### config.mk
export PLATFORM = sky130hd
export DESIGN_NAME = cache_arbiter
export DESIGN_NICKNAME = d
export VERILOG_FILES = /design/src/rtl/lc3b_types.sv /design/src/rtl/cache_arbiter.sv
export SDC_FILE = /design/constraint.sdc
export NUM_CORES = 1
export LEC_CHECK = 0
export CELL_PAD_IN_SITES_DETAIL_PLACEMENT = 1
export CELL_PAD_IN_SITES_GLOBAL_PLACEMENT = 2
export CORE_AREA = 2 2 268 270
export CTS_BUF_LIST = sky130_fd_sc_hd__clkbuf_4 sky130_fd_sc_hd__clkbuf_8 sky130_fd_sc_hd__clkbuf_16
export CTS_CLUSTER_SIZE = 25
export DETAILED_ROUTE_END_ITERATION = 6
export DIE_AREA = 0 0 270 272
export PLACE_DENSITY_LB_ADDON = 0.1
export SETUP_SLACK_MARGIN = 0.2
export SLEW_MARGIN = 20
export SYNTH_ARGS = -nofsm -noshare
export SYNTH_HDL_FRONTEND = slang
export SYNTH_SLANG_ARGS = --single-unit
### constraint.sdc
create_clock -name clk -period 2.05 [get_ports clk]
set_input_delay 0.41 -clock clk [delete_from_list [all_inputs] [get_ports clk]]
set_output_delay 0.41 -clock clk [all_outputs]
set_load 0.05 [all_outputs]
### src/rtl/lc3b_types.sv
// Shared LC-3b memory-system types: arbiter FSM states, grant owner, cache-line word.
package lc3b_types;

  localparam int unsigned LC3B_LINE_W = 128;

  typedef logic [LC3B_LINE_W-1:0] lc3b_line;

  typedef enum logic [1:0] {
    IDLE    = 2'd0,
    SERVE_I = 2'd1,
    SERVE_D = 2'd2
  } arb_state_t;

  typedef enum logic {
    GRANT_I = 1'b0,
    GRANT_D = 1'b1
  } grant_t;

endpackage

### src/rtl/cache_arbiter.sv
// Arbitrates I-cache fills and D-cache fills/writebacks onto one physical memory port.
module cache_arbiter
  import lc3b_types::*;
#(
  parameter int unsigned ADDR_W = 16,
  parameter int unsigned LINE_W = LC3B_LINE_W
) (
  input  logic              clk,
  input  logic              rst_n,
  input  logic              i_read,
  input  logic [ADDR_W-1:0] i_address,
  output logic [LINE_W-1:0] i_rdata,
  output logic              i_resp,
  input  logic              d_read,
  input  logic              d_write,
  input  logic [ADDR_W-1:0] d_address,
  input  logic [LINE_W-1:0] d_wdata,
  output logic [LINE_W-1:0] d_rdata,
  output logic              d_resp,
  output logic              pmem_read,
  output logic              pmem_write,
  output logic [ADDR_W-1:0] pmem_address,
  output logic [LINE_W-1:0] pmem_wdata,
  input  logic [LINE_W-1:0] pmem_rdata,
  input  logic              pmem_resp
);

  arb_state_t        state, state_next;
  grant_t            last_grant;
  logic [ADDR_W-1:0] addr_q;
  logic [LINE_W-1:0] wdata_q;
  logic              write_q;
  logic              d_req;
  logic              take;
  logic              pick_d;
  logic              serving;

  // D wins only if I is absent, or on a tie when I was served most recently.
  function automatic logic grant_to_d(input logic i_req, input logic dreq, input grant_t last);
    return dreq && (!i_req || last == GRANT_I);
  endfunction

  assign d_req  = d_read | d_write;
  assign take   = (state == IDLE) && (i_read || d_req);
  assign pick_d = grant_to_d(i_read, d_req, last_grant);

  always_comb begin
    state_next = state;
    case (state)
      IDLE:             if (i_read || d_req) state_next = pick_d ? SERVE_D : SERVE_I;
      SERVE_I, SERVE_D: if (pmem_resp) state_next = IDLE;
      default:          state_next = IDLE;
    endcase
  end

  always_ff @(posedge clk or negedge rst_n) begin
    if (!rst_n) begin
      state      <= IDLE;
      last_grant <= GRANT_D;
      addr_q     <= '0;
      wdata_q    <= '0;
      write_q    <= 1'b0;
    end else begin
      state <= state_next;
      if (take) begin
        if (pick_d) begin
          last_grant <= GRANT_D;
          addr_q     <= d_address;
          write_q    <= d_write;
          wdata_q    <= d_write ? d_wdata : '0;
        end else begin
          last_grant <= GRANT_I;
          addr_q     <= i_address;
          write_q    <= 1'b0;
          wdata_q    <= '0;
        end
      end
    end
  end

  // Memory side is a pure function of state and latched request, so reset clears it at once.
  assign serving      = (state != IDLE);
  assign pmem_read    = serving && !write_q;
  assign pmem_write   = serving && write_q;
  assign pmem_address = serving ? addr_q : '0;
  assign pmem_wdata   = serving ? wdata_q : '0;

  assign i_resp  = (state == SERVE_I) && pmem_resp;
  assign d_resp  = (state == SERVE_D) && pmem_resp;
  assign i_rdata = pmem_rdata;
  assign d_rdata = pmem_rdata;

endmodule
==> results_dict.tcl <==
set metrics [dict create \
    status "finished, violations left" \
    violations "negative setup slack" \
    grt_pass1_vias 6784 \
    maxCapViolCount 0 \
    final_hold_viol_count 0 \
    slew_headroom_pct 60.1 \
    hold_path_class "reg2reg" \
    avgSynthCellArea_um2 10.5 \
    clockBufferDepth 2 \
    fin_area_mm2 0.0131 \
    maxSlewViolCount 0 \
    dp_hpwl_um 24700 \
    cp_max_fo 8 \
    die_y_um 272 \
    clock_latency_ns 0.48 \
    worstPathRequired_ns 1.64 \
    num_vias 5967 \
    drtIter0Drc 173 \
    synth_most_common_cell "buf_4" \
    cts_tree "yes" \
    drt-pass1-iter-count 4 \
    antenna_found_initial 1 \
    synth_cells 799 \
    grt.total_usage_pct 9.04 \
    peakVddDrop_uv 492 \
    drive_gt1_share_pct 43.2 \
    drt-met1-wl_um 14000 \
    portBuffers 313 \
    cts.sinks 148 \
    grt.overflow.total 0 \
    ys.flop_type "dfrtp_1" \
    p_per_area_mw_per_mm2 1750 \
    rsz0062_at_grt "true" \
    multiInputGateArea_mm2 0.00319 \
    synth_common_cells "258 x buf_4, 147 x dfrtp_1, 146 x nor2b_1" \
    via_per_inst 3.19 \
    synthTopCellsByArea "dfrtp_1 44%, buf_4 23%, a22o_1 13%, nor2b_1 11%, mux2i_1 1.9%" \
    leakage_uw 0.00555 \
    synthesis.area_mm2 0.00835 \
    reg2reg_setup_slack_ns 0.19 \
    rows 98 \
    whs_ns 0.483 \
    max_slew.worst_pin.slew_ns 0.598 \
    netlist.area_leader.share_pct 44.1 \
    finalClockSkew_ns 0.0122 \
    met2_length_um 16500 \
    cts.clk_slew.worst_paths_ns 0.08 \
    htree_num_levels 4 \
    period_needed_ns 2.24 \
    dr_wl_met3_um 2780 \
    dieWidth_um 270 \
    highest_layer "met5" \
    synth_edf_count 0 \
    gp_congestion 0.662 \
    num-nets-final 1202 \
    finalSetupViolCount 146 \
    synth_cell_types 23 \
    period_share_pct 109 \
    dieArea_mm2 0.0734 \
    core_mm2 0.0708 \
    worst_slack_ns -0.194 \
    wirelength_um 34200 \
    start_util_pct 11.8 \
    placed_area_mm2 0.0112 \
    pre_cts_slack_ns -0.0104 \
    grt_max_degree 51 \
    regArea_mm2 0.00370 \
    fmax_mhz 446 \
    detail-route-antenna-nets 0 \
    grt_pass1_wl_um 47900 \
    synth_nets 1096 \
    root_buffer "clkbuf_16" \
    wl_per_cell_um 18.3 \
    yosys.area.top_type "dfrtp_1" \
    crit_type "reg2out" \
    cts_buffers 17 \
    synth-seq-cells 148 \
    synthArstFlopShare_pct 100 \
    ios 698 \
    synth_seq_area_share_pct 44.4 \
    arrival_ns 1.83 \
    nFillCells 8009 \
    worstSetupEndpointType "output pin" \
    worstSetupStartpointType "register" \
    synth_warnings 0 \
    drc 0 \
    syn_to_final_growth_pct 57.1 \
]
==> final timing paths <==
path                                             start                        to  cells past startpoint
worst min register to register  addr_q[11]$_DFFE_PN0P_    addr_q[11]$_DFFE_PN0P_                      2
worst max-delay path              state[0]$_DFFE_PN0P_           pmem_wdata[108]                      7
max in group asynchronous                        rst_n    last_grant$_DFFE_PN1P_                      3
worst min-delay path            addr_q[11]$_DFFE_PN0P_    addr_q[11]$_DFFE_PN0P_                      2
min in group asynchronous                        rst_n  wdata_q[100]$_DFFE_PN0P_                      2
worst max register to register    state[0]$_DFFE_PN0P_   wdata_q[72]$_DFFE_PN0P_                     10
==> stage by stage <==
| stage | TNS [ns] | util, % | total power (uW) | std cells |
|---|---|---|---|---|
| final | -20.30 | 18.5 | 23000 | 1869 |
| after global routing | -39.18 | 18.5 | 24300 | 1868 |
| after CTS | -33.69 | 17.9 | 22700 | 1852 |
| after detailed placement | -0.0104 | 15.8 | 17600 | 1808 |
| after global placement | -0.0243 | 15.8 | 17600 | 1808 |
| after floorplan | -21.83 | - | 14100 | 799 |
==> layer usage <==
| layer | up-vias | track usage (%) |
|---|---|---|
| met5 | - | 0 |
| met4 | 2 | 3.77 |
| met3 | 81 | 4.16 |
| met2 | 312 | 14.6 |
| met1 | 2915 | 10.3 |
| li1 | 2657 | - |
==> cell type report <==
| cell class | instances | share of cell area [%] |
|---|---|---|
| antenna | 1 | 0.0191 |
| clock inverter | 15 | 1.29 |
| timing repair buffer | 393 | 33.8 |
| inverter | 2 | 0.0572 |
| multi-input combinational | 343 | 24.3 |
| tap | 950 | 9.06 |
| clock buffer | 17 | 3.24 |
| sequential | 148 | 28.2 |
==> worst max-delay path, cell delays in order (launching register included) <==
cell and delay [ns]:
dfrtp_1 0.38, inv_2 0.06, ha_4 0.20, buf_4 0.14, buf_6 0.13, buf_12 0.15
nor2b_4 0.12, buf_6 0.16
==> power breakdown <==
group / switching [uW] / internal (uW)
Combinational: 8000 / 6330
Clock: 1590 / 1830
Sequential: 842 / 4390
==> registers in the layout, indices dropped and copies added (netlist names) <==
name / flops
wdata_q: 128
addr_q: 16
state: 2
last_grant: 1
write_q: 1
==> repair_timing <==
| action | in CTS | in global routing |
|---|---|---|
| resized for setup | 207 | 64 |
| hold endpoints to repair | 36 | 0 |
| endpoints found under the setup margin | 148 | 272 |
| setup buffers | 10 | 8 |
| pin swaps | 1 | 8 |
| hold buffers | 1 | 0 |
| gates cloned | 1 | 8 |
==> cell usage in the layout, fill, tap and decap left out, drive strengths merged, types with 2 or more instances in the layout <==
cell             n
ha               3
a21oi            2
mux2i           16
clkbuf          23
nand2           21
nand3            2
o21ai           16
dfrtp          147
and2             2
buf            222
clkdlybuf4s50  164
clkinv           4
a22o           128
nor2b          146
clkinvlp         2
inv              9
bufinv           2
==> logic make-up (layout without fill, tap and decap cells) <==
kind of cell	Yosys count	count (layout)	synth area share, %
AO/OA/AOI/OAI	150	150	15.0
adder cells (fa/ha/maj)	3	3	0.450
buffers and inverters	308	427	25.9
flip-flops	148	148	44.4
multiplexers	16	16	1.92
other	0	1	0
AND/OR/NAND/NOR	174	174	12.4
Note: power is estimated with default switching activity, not from simulation.
